File: config.mk
export PLATFORM = sky130hd
export DESIGN_NAME = shift_rotate_seq
export DESIGN_NICKNAME = d
export VERILOG_FILES = /design/src/rtl/shift_rotate_seq_pkg.sv /design/src/rtl/shift_rotate_seq_shift_step.sv /design/src/rtl/shift_rotate_seq.sv
export SDC_FILE = /design/constraint.sdc
export NUM_CORES = 1
export LEC_CHECK = 0
export ABC_AREA = 0
export CAP_MARGIN = 20
export CORE_MARGIN = 2
export CORE_UTILIZATION = 40
export CTS_CLUSTER_DIAMETER = 50
export DETAILED_ROUTE_END_ITERATION = 10
export GPL_ROUTABILITY_DRIVEN = 0
export PLACE_DENSITY = 0.7
export SLEW_MARGIN = 30
export SYNTH_ARGS = -nofsm -noshare
export SYNTH_HDL_FRONTEND = slang
export SYNTH_SLANG_ARGS = --single-unit
File: constraint.sdc
create_clock -name clk -period 1.2 [get_ports clk]
set_input_delay 0.24 -clock clk [delete_from_list [all_inputs] [get_ports clk]]
set_output_delay 0.24 -clock clk [all_outputs]
set_load 0.03 [all_outputs]
File: src/rtl/shift_rotate_seq_pkg.sv
// Shared ALU definitions: datapath sizing, shift/rotate op encodings and the
// sequencer state encoding for the iterative shift unit.
package shift_rotate_seq_pkg;

    localparam int ALU_WIDTH = 20;
    localparam int ALU_AMT_W = 5;

    typedef enum logic [1:0] {
        OP_ROL = 2'b00,
        OP_ROR = 2'b01,
        OP_SHL = 2'b10,
        OP_SAR = 2'b11
    } op_e;

    typedef enum logic [1:0] {
        ST_IDLE = 2'b00,
        ST_RUN  = 2'b01,
        ST_DONE = 2'b10
    } state_e;

endpackage

File: src/rtl/shift_rotate_seq_shift_step.sv
// Single-position shift/rotate step. Purely combinational so it can serve both
// the iterative unit and the single-cycle ALU path.
module shift_step
    import shift_rotate_seq_pkg::*;
#(
    parameter int WIDTH = ALU_WIDTH
) (
    input  logic [WIDTH-1:0] word,
    input  logic [1:0]       op,
    output logic [WIDTH-1:0] next_word,
    output logic             out_bit
);

    // Move the word by one position; out_bit is whichever bit leaves the word.
    always_comb begin
        // NOTE: every output gets a default first so no path leaves it unassigned (no latch).
        next_word = word;
        out_bit   = 1'b0;
        case (op_e'(op))
            OP_ROL: begin
                next_word = {word[WIDTH-2:0], word[WIDTH-1]};
                out_bit   = word[WIDTH-1];
            end
            OP_ROR: begin
                next_word = {word[0], word[WIDTH-1:1]};
                out_bit   = word[0];
            end
            OP_SHL: begin
                next_word = {word[WIDTH-2:0], 1'b0};
                out_bit   = word[WIDTH-1];
            end
            OP_SAR: begin
                next_word = {word[WIDTH-1], word[WIDTH-1:1]};
                out_bit   = word[0];
            end
            default: begin
                next_word = word;
                out_bit   = 1'b0;
            end
        endcase
    end

endmodule

File: src/rtl/shift_rotate_seq.sv
// Iterative shift/rotate unit: moves the operand one bit per clock for a
// variable count, with a start/busy/done handshake. Outputs are registered,
// so the done pulse appears one edge after the FSM reaches DONE.
module shift_rotate_seq
    import shift_rotate_seq_pkg::*;
#(
    parameter int WIDTH = ALU_WIDTH,
    parameter int AMT_W = ALU_AMT_W
) (
    input  logic             clk,
    input  logic             rst_n,
    input  logic             start,
    input  logic [1:0]       op,
    input  logic [WIDTH-1:0] data_in,
    input  logic [AMT_W-1:0] amount,
    output logic             busy,
    output logic             done,
    output logic [WIDTH-1:0] result,
    output logic             carry
);

    state_e             state_q;
    state_e             state_d;
    op_e                op_q;
    logic [WIDTH-1:0]   work_q;
    logic               work_c_q;
    logic [AMT_W-1:0]   count_q;
    logic [WIDTH-1:0]   step_word;
    logic               step_bit;
    logic               accept;
    logic               busy_d;
    logic               done_d;
    logic [WIDTH-1:0]   result_d;
    logic               carry_d;

    // A request is taken in IDLE, and also in DONE for back-to-back issue.
    assign accept = start && ((state_q == ST_IDLE) || (state_q == ST_DONE));

    shift_step #(
        .WIDTH (WIDTH)
    ) u_step (
        .word      (work_q),
        .op        (op_q),
        .next_word (step_word),
        .out_bit   (step_bit)
    );

    // State register.
    always_ff @(posedge clk) begin
        // NOTE: sequential state uses non-blocking assignment so all registers update together.
        if (!rst_n) begin
            state_q <= ST_IDLE;
        end else begin
            state_q <= state_d;
        end
    end

    // Next-state logic: zero-amount requests skip RUN; RUN ends when the last step is taken.
    always_comb begin
        state_d = state_q;
        case (state_q)
            ST_IDLE, ST_DONE: begin
                if (start) begin
                    state_d = (amount != '0) ? ST_RUN : ST_DONE;
                end else begin
                    state_d = ST_IDLE;
                end
            end
            ST_RUN: begin
                if (count_q == AMT_W'(1)) begin
                    state_d = ST_DONE;
                end
            end
            default: state_d = ST_IDLE;
        endcase
    end

    // Output logic: busy rises on acceptance; DONE publishes the working word and carry.
    always_comb begin
        busy_d   = busy;
        done_d   = 1'b0;
        result_d = result;
        carry_d  = carry;
        case (state_q)
            ST_IDLE: begin
                if (start) begin
                    busy_d = 1'b1;
                end
            end
            ST_RUN: begin
                busy_d = 1'b1;
            end
            ST_DONE: begin
                done_d   = 1'b1;
                result_d = work_q;
                carry_d  = work_c_q;
                busy_d   = start;
            end
            default: begin
                busy_d = 1'b0;
            end
        endcase
    end

    // Output registers.
    always_ff @(posedge clk) begin
        if (!rst_n) begin
            busy   <= 1'b0;
            done   <= 1'b0;
            result <= '0;
            carry  <= 1'b0;
        end else begin
            busy   <= busy_d;
            done   <= done_d;
            result <= result_d;
            carry  <= carry_d;
        end
    end

    // Working datapath: load operand on acceptance, then one step per RUN cycle.
    always_ff @(posedge clk) begin
        if (!rst_n) begin
            op_q     <= OP_ROL;
            work_q   <= '0;
            work_c_q <= 1'b0;
            count_q  <= '0;
        end else if (accept) begin
            op_q     <= op_e'(op);
            work_q   <= data_in;
            work_c_q <= 1'b0;
            count_q  <= amount;
        end else if (state_q == ST_RUN) begin
            work_q   <= step_word;
            work_c_q <= step_bit;
            count_q  <= count_q - AMT_W'(1);
        end
    end

endmodule

==> results.toml, run 1 <==
[logic_synthesis]
ys_warn_count = 0
netlist_area_sq_mm = 0.00245
synthXorXnorAreaFrac_pct = 0
synth_nets = 329
synthCells = 297
synthAdderAreaFrac_pct = 1.02
synth-seq-cells = 53
synth_compound_area_share_pct = 15.6
yosysSeqAreaShare_pct = 43.4
synth.distinct_cells = 28
synth_top_family_by_area = "simple AND/OR/NAND/NOR gates"
synthMuxAreaShare_pct = 7.77
avgSynthCellArea_sq_um = 8.24
yosys.area_share.simple_pct = 27.2

[place]
dp.cells = 428
dp_slack_ns = -0.854
portBuffers = 52
place_area_sq_mm = 0.00321
hpwlAfterDp_mm = 4.07

[detailed_routing]
vias = 2368
routed_via_density = 5.30
antenna_left = 0
wire_per_inst_microns = 15.3
detail_route.first_pass.iterations = 4
drc = 0
wl_met3_microns = 393
drt-met1-wl_mm = 3.04
drt_first_iter_violations = 103
highest_layer = "met4"
wl_mm = 6.85
wl_met2_mm = 3.29

[pwr]
p_per_area_mw_per_mm2 = 1140
leakage_uw = 0.00145
ir_drop_uv = 508

[sta]
maxSlewViolCount = 0
worst_slew_pin_slew_ns = 0.288
hold_viol_final = 0
relSlewSlack_pct = 80.7
final.setup.worst_slack_ns = -0.122
period_share_pct = 110
setup_viol = 15
timing.fmax_mhz = 756
skew_ns = 0.00476
rsz0062_at_grt = "true"
fin_crit_ns = 1.32

[layout]
drive_gt1_share_pct = 26.6
final_cells = 447
syn_to_final_growth_pct = 48.8
fin_util_pct = 61.5
nets = 403
diodes = 0
fillers = 499
fin_area_sq_mm = 0.00364

[run_status]
outcome = "complete, but fails checks"
violations = "negative setup slack"

[worst_setup_path]
rr_worst_depth = 4
slowest_delay_ns = 0.52
startpoint_type = "flop"
arrival_ns = 1.57
cp-end-kind = "flop"
worstSetupPathDepth = 4
required_ns = 1.45
crit_slowest_cell = "or4b_4"
path_delay_family = "simple AND/OR/NAND/NOR gates"
crit_fanout = 3
crit_chain = "nand2b_4 > or4b_4 > a2bb2oi_1 > a21boi_1"
path_class = "reg -> reg"
crit_buf_inv = 0

[clocking]
cts-htree-levels = 2
clockRootBuffer = "clkbuf_8"
clockBufferDepth = 2
cts_buffers = 5
clock_sinks = 53
cts.hold.buffers_added = 0
clkTransAtPathRegs_ns = 0.10
cts_tree = "yes"
insertion_delay_ns = 0.31

[grt]
antenna_found_initial = 0
grt.total_usage_pct = 18.6
grt_pass1_vias = 2097
grt_pass1_wl_mm = 9.71
grt_max_degree = 29
grt_overflow = 0

[run]
cap_violations = 0

[floorplan]
die_area_sq_mm = 0.00676
core-area_sq_mm = 0.00592
ioPinCount = 53
die_h_microns = 82.2
start_util_pct = 41.3
rows = 28
fp.dieW_microns = 82.2

[hold_path]
whs_path_depth = 2
hold_class = "reg -> reg"
-- routing by layer --
metal	track usage [%]	vias to the layer above
li1	-	1158
met1	24.9	1126
met2	29.8	73
met3	3.80	11
met4	6.33	0
met5	0	-
-- placed cells by master (no fill, tap or decap), drive strengths merged, types with 2 or more instances in the layout --
master,netlist,final
nand2,80,80
buf,12,56
dfxtp,53,53
clkdlybuf4s50,0,28
a21boi,26,26
mux2i,19,19
nor2,18,19
nor2b,14,14
nand3,11,11
and3,11,11
a221oi,10,10
o21ai,8,8
clkbuf,10,8
a21oi,4,4
inv,3,4
and2,3,3
nand2b,3,3
clkinv,0,2
nor3,2,2
a211oi,2,2
ha,2,2
-- final cells by class --
| class | instances | area, sq um | area share (%) |
|---|---|---|---|
| Clock buffer | 5 | 68.8 | 1.89 |
| Sequential cell | 53 | 1070 | 29.5 |
| Clock inverter | 3 | 16.3 | 0.447 |
| Tap cell | 75 | 93.8 | 2.58 |
| Inverter | 3 | 11.3 | 0.309 |
| Timing Repair Buffer | 88 | 947 | 26.0 |
| Multi-Input combinational cell | 220 | 1430 | 39.3 |
-- sequential cells by signal (all words and copies together), names as in the netlist --
signal    cells
carry         1
work_q       20
count_q       5
busy          1
state_q       2
result       20
op_q          2
done          1
work_c_q      1
-- tightest hold or removal path: stages (launching register included) --
cell and delay (ns):
dfxtp_1 0.32, nand2_1 0.05, a21boi_1 0.05
-- cells by family after synthesis --
kind of cell	Yosys count
adder cells (fa/ha/maj)	2
multiplexers	19
buffers and inverters	25
AO/OA/AOI/OAI	53
flip-flops	53
AND/OR/NAND/NOR	145
-- synthesized netlist by cell type --
library cell	number	area [sq um]
nor2b_1	14	87.6
dfxtp_1	53	1060
buf_6	1	11.3
nand3_1	11	55.1
a22oi_1	1	7.51
a21oi_1	4	20.0
nand2b_1	3	18.8
mux2i_1	19	190
buf_2	8	40.0
nor3_1	2	10.0
a21boi_0	25	188
nor4_4	1	21.3
o21ai_0	8	40.0
nand2_1	80	300
a21boi_1	1	7.51
and3_1	11	68.8
a2bb2oi_1	1	8.76
a221oi_1	10	87.6
or4b_1	1	10.0
inv_1	3	11.3
a211oi_1	2	15.0
buf_4	3	22.5
o41ai_1	1	8.76
nor3b_1	1	7.51
and2_1	3	18.8
nor2_1	18	67.6
ha_1	2	25.0
clkbuf_1	10	37.5
-- what timing repair did --
item	4_1_cts	5_1_grt
endpoints found under the setup margin	47	34
gates cloned	0	5
pin swaps	1	11
resized for setup	19	45
buffers inserted	1	5
-- stage by stage --
step                setup TNS (ns)  power (uW)  hold slack, ns
floorplan                   -0.616        2540           0.374
global placement            -15.40        2890           0.453
detailed placement          -17.03        2910           0.459
finish                       -1.04        4160           0.456
global route                 -2.32        4360           0.486
CTS                         -0.425        3970           0.473
-- power by group --
group          internal [uW]  switching [uW]  leakage [uW]
Combinational            612             532      0.000961
Sequential              1880             120      0.000436
Clock                    406             607     0.0000482
-- worst paths after layout --
kind              slack, ns          to       start
hold reg to reg        0.46  result[13]  result[13]
hold / removal         0.46  result[13]  result[13]
setup reg to reg      -0.12  count_q[4]  state_q[1]
setup / recovery      -0.12  count_q[4]  state_q[1]
(Power assumes the default switching activity.)
==> inputs of run 2 (changes only) <==
--- a/config.mk
+++ b/config.mk
@@ -7,7 +7,7 @@
 export LEC_CHECK = 0
 export ABC_AREA = 0
 export CAP_MARGIN = 20
-export CORE_MARGIN = 2
+export CORE_MARGIN = 1
 export CORE_UTILIZATION = 40
 export CTS_CLUSTER_DIAMETER = 50
 export DETAILED_ROUTE_END_ITERATION = 10
==> constraint.sdc (replaced) <==
create_clock -name clk -period 1.2 [get_ports clk]
set_input_delay 0.24 -clock clk [delete_from_list [all_inputs] [get_ports clk]]
set_output_delay 0.24 -clock clk [all_outputs]
set_load 0.005 [all_outputs]
==> results.toml, run 2 (synthesis gave the netlist of run 1 again) <==
[run_status]
outcome = "complete, but fails checks"
violations = "negative setup slack"

[layout]
diodes = 0
reg_top3 = "result (20), work_q (20), count_q (5)"
drive_gt1_share_pct = 37.2
nets = 424
syn_to_final_growth_pct = 67.0
fin_util_pct = 69.0
final_cells = 468
final_common_cell = "nand2_1"
final_cell_mix = "65 x nand2_1, 28 x clkdlybuf4s50_1, 27 x dfxtp_1"

[sta]
final.setup.worst_slack_ns = -0.167
skew_ns = 0.00574
fin_crit_ns = 1.37
setup_viol = 47
period_share_pct = 114
rsz0062_at_grt = "true"
hold_viol_final = 0
maxSlewViolCount = 0
timing.fmax_mhz = 731
relSlewSlack_pct = 78.0
worst_slew_pin_slew_ns = 0.330

[detailed_routing]
routed_via_density = 5.31
detail_route.first_pass.iterations = 4
vias = 2485
drt_first_iter_violations = 106
antenna_left = 0
wl_mm = 7.68
wire_per_inst_microns = 16.4
drc = 0

[floorplan]
core-area_sq_mm = 0.00592
die_area_sq_mm = 0.00644
ioPinCount = 53
fp.dieW_microns = 80.2
rows = 28
die_h_microns = 80.2
start_util_pct = 41.3

[clocking]
clock_sinks = 53
clockRootBuffer = "clkbuf_8"
cts-htree-levels = 2
insertion_delay_ns = 0.31
clockBufferDepth = 2
cts_buffers = 5
clkTransAtPathRegs_ns = 0.09
cts_tree = "yes"

[grt]
grt_overflow = 0
grt_pass1_wl_mm = 9.95
grt_pass1_vias = 2116
antenna_found_initial = 0
grt.total_usage_pct = 20.3
grt_max_degree = 29

[pwr]
pwr-share-comb_pct = 28.9
power_uw = 4520
power.internal_uw = 3210
leakage_uw = 0.00171
p_per_area_mw_per_mm2 = 1110
p_clk_share_pct = 26.4
netSwitchingFraction_pct = 29.0
ir_drop_uv = 520
power.switching_uw = 1310
p_seq_share_pct = 44.8

[worst_setup_path]
startpoint_type = "flop"
arrival_ns = 1.62
required_ns = 1.45
cp-end-kind = "flop"
path_class = "reg -> reg"
crit_fanout = 2

[run]
cap_violations = 0

[place]
dp.cells = 428
hpwlAfterDp_mm = 4.06
portBuffers = 52

[hold_path]
hold_class = "reg -> reg"
run 2: cell types whose count changed in the layout (fill, tap and decap cells not counted), moves of 7 or more:
cell	before	now
a21boi_0	7	0
buf_4	39	23
buf_6	5	16
dfxtp_1	48	27
dfxtp_2	2	23
dlygate4sd2_1	0	23
nand2_1	78	65
nand2_2	1	10
run 2: timing repair:
item                                    in CTS  in global routing
resized for setup                           66                 97
buffers inserted                             7                 17
pin swaps                                    1                 20
endpoints found under the setup margin      72                 47
hold buffers                                 0                  0
cloned                                       0                  9
run 2: power by group through the flow:
stage	Sequential, uW	Clock, uW	Combinational (uW)
floorplan	2010	0	495
global placement	2030	0	845
detailed placement	2030	0	863
CTS	1990	1210	960
global route	2040	1270	1390
finish	2030	1190	1310
run 2: stage by stage:
step           area [sq um]  hold slack, ns  setup TNS [ns]  worst slack (ns)
2_1_floorplan          2490           0.374          -0.616           -0.0890
6_report               4090           0.449           -3.02            -0.167
3_3_place_gp           3270           0.451          -14.80            -0.716
4_1_cts                3540           0.464          -0.185            -0.139
5_1_grt                4090           0.469           -4.86            -0.214
3_5_place_dp           3270           0.456          -15.98            -0.797
run 2: path summary, 6_finish.rpt:
check / cells past startpoint / endpoint / slack [ns] / start
worst min register to register: 2 / result[6] / 0.45 / result[6]
worst max register to register: 5 / count_q[4] / -0.17 / count_q[1]
worst max-delay path: 5 / count_q[4] / -0.17 / count_q[1]
worst min-delay path: 2 / result[6] / 0.45 / result[6]
run 2: area by class of cell:
type / instances / area, sq um
fill: 444 / 1830
timing repair buffer: 109 / 1220
multi-input combinational: 220 / 1540
clock buffer: 8 / 111
tap: 75 / 93.8
inverter: 3 / 13.8
sequential: 53 / 1100
run 2: per-layer routing:
| layer | wire (microns) | part of all wire [%] | up-vias | GRT usage, % |
|---|---|---|---|---|
| met5 | 0 | 0 | - | 0 |
| met4 | 299 | 3.9 | 0 | 7.50 |
| met3 | 483 | 6.3 | 26 | 4.09 |
| met2 | 3740 | 49 | 98 | 34.4 |
| met1 | 3150 | 41 | 1158 | 25.3 |
| li1 | - | - | 1203 | - |
run 2: worst max-delay path: stages (launching register included):
cell and delay (ns):
dfxtp_2 0.34, inv_2 0.08, ha_4 0.14, or4b_4 0.47
a2bb2oi_2 0.16, a21boi_1 0.12
==> inputs of run 3 (changes only) <==
--- a/config.mk
+++ b/config.mk
@@ -11,8 +11,7 @@
 export CORE_UTILIZATION = 40
 export CTS_CLUSTER_DIAMETER = 50
 export DETAILED_ROUTE_END_ITERATION = 10
-export GPL_ROUTABILITY_DRIVEN = 0
-export PLACE_DENSITY = 0.7
+export PLACE_DENSITY = 0.73
 export SLEW_MARGIN = 30
 export SYNTH_ARGS = -nofsm -noshare
 export SYNTH_HDL_FRONTEND = slang
==> constraint.sdc (replaced) <==
create_clock -name clk -period 1.5 [get_ports clk]
set_input_delay 0.3 -clock clk [delete_from_list [all_inputs] [get_ports clk]]
set_output_delay 0.3 -clock clk [all_outputs]
set_load 0.005 [all_outputs]
==> results.toml, run 3 (synthesis gave the netlist of run 1 again) <==
[worst_setup_path]
required_ns = 1.20
path_class = "reg -> out"
crit_slowest_cell = "clkdlybuf4s50_1"
arrival_ns = 1.15
path_delay_family = "buffers and inverters"
crit_chain = "clkdlybuf4s50_1"
cp-end-kind = "output port"
crit_fanout = 2
startpoint_type = "flop"
crit_buf_inv = 1
slowest_delay_ns = 0.50

[layout]
final_cell_mix = "80 x nand2_1, 51 x dfxtp_1, 50 x clkdlybuf4s50_1, 25 x a21boi_0, 19 x mux2i_1"
reg_top3 = "result (20), work_q (20), count_q (5)"
nets = 380
diodes = 0
final_common_cell = "nand2_1"
fin_util_pct = 53.9
syn_to_final_growth_pct = 30.4
drive_gt1_share_pct = 7.47

[detailed_routing]
antenna_left = 0
drc = 0
routed_via_density = 5.11
vias = 2160
wl_mm = 5.79
wire_per_inst_microns = 13.7
detail_route.first_pass.iterations = 4
drt_first_iter_violations = 145

[sta]
relSlewSlack_pct = 75.9
timing.fmax_mhz = 690
maxSlewViolCount = 0
fin_hold_ws_ns = 0.465
rsz0062_at_grt = "false"
setup_viol = 0
skew_ns = 0.00651
period_share_pct = 96.6
fin_crit_ns = 1.45
hold_viol_final = 0
worst_slew_pin_slew_ns = 0.357
final.setup.worst_slack_ns = 0.0507

[run_status]
outcome = "finished clean"

[pwr]
ir_drop_uv = 377
p_per_area_mw_per_mm2 = 944
leakage_uw = 0.00120

[grt]
grt_pass1_wl_mm = 9.50
grt_pass1_vias = 2008
grt.total_usage_pct = 19.2
antenna_found_initial = 0
grt_overflow = 0
grt_max_degree = 29

[floorplan]
start_util_pct = 41.3
ioPinCount = 53
die_area_sq_mm = 0.00644
core-area_sq_mm = 0.00592
rows = 28
fp.dieW_microns = 80.2
die_h_microns = 80.2

[place]
dp_slack_ns = -0.558
portBuffers = 52
gp_congestion = 0.741
hpwlAfterDp_mm = 3.92

[clocking]
insertion_delay_ns = 0.30
clock_sinks = 53
clkTransAtPathRegs_ns = 0.09
cts_buffers = 5
cts_tree = "yes"
cts_setup_buffers = 0
cts-htree-levels = 2
clockRootBuffer = "clkbuf_8"
clockBufferDepth = 2
cts.hold.buffers_added = 0

[hold_path]
hold_class = "reg -> reg"

[run]
cap_violations = 0
run 3: cell types whose count changed in the layout (fill, tap and decap cells not counted), moves of 12 or more:
cell / before / now
dlygate4sd2_1: 23 / 0
buf_6: 16 / 1
dfxtp_2: 23 / 2
buf_4: 23 / 11
a21boi_0: 0 / 25
clkdlybuf4s50_1: 28 / 50
dfxtp_1: 27 / 51
nand2_1: 65 / 80
a21boi_1: 22 / 1
run 3: routing by layer:
metal / global-route usage (%) / vias up / share of wire (%)
li1: - / 1103 / -
met1: 23.9 / 1008 / 47
met2: 33.2 / 43 / 48
met3: 4.20 / 6 / 4.3
met4: 5.36 / 0 / 1.2
met5: 0 / - / 0
run 3: timing repair:
action / 4_1_cts / 5_1_grt
endpoints found under the setup margin: 12 / 12
pin swaps: 0 / 0
resized for setup: 1 / 7
run 3: power by group:
group	leakage, uW	internal (uW)	switching [uW]	total [uW]
Combinational	0.000718	314	286	600
Sequential	0.000434	1500	96.8	1600
Clock	0.0000443	367	445	813
run 3: tightest hold or removal path: stages (launching register included):
cell	delay, ns
dfxtp_1	0.32
nand2_1	0.05
a21boi_0	0.06
run 3: final cells by class:
| type | instances | area [sq um] |
|---|---|---|
| fill | 571 | 2730 |
| multi-input combinational | 219 | 1280 |
| sequential | 53 | 1060 |
| timing repair buffer | 66 | 659 |
| tap | 75 | 93.8 |
| clock buffer | 7 | 86.3 |
| inverter | 3 | 11.3 |
run 3: stage by stage:
step	power, uW	std cells	area (sq um)	setup TNS [ns]
after floorplan	1980	297	2450	0
after global placement	2210	416	3080	-6.86
after detailed placement	2220	416	3080	-8.23
after CTS	3030	423	3170	0
after global routing	3180	423	3190	0
final	3010	423	3190	0
run 3: path summary, 6_finish.rpt:
path / from / end / slack, ns / depth (start not counted)
max reg2reg: state_q[1] / count_q[4] / 0.06 / 4
min reg2reg: result[7] / result[7] / 0.46 / 2
min: result[7] / result[7] / 0.46 / 2
max: busy / busy / 0.05 / 1
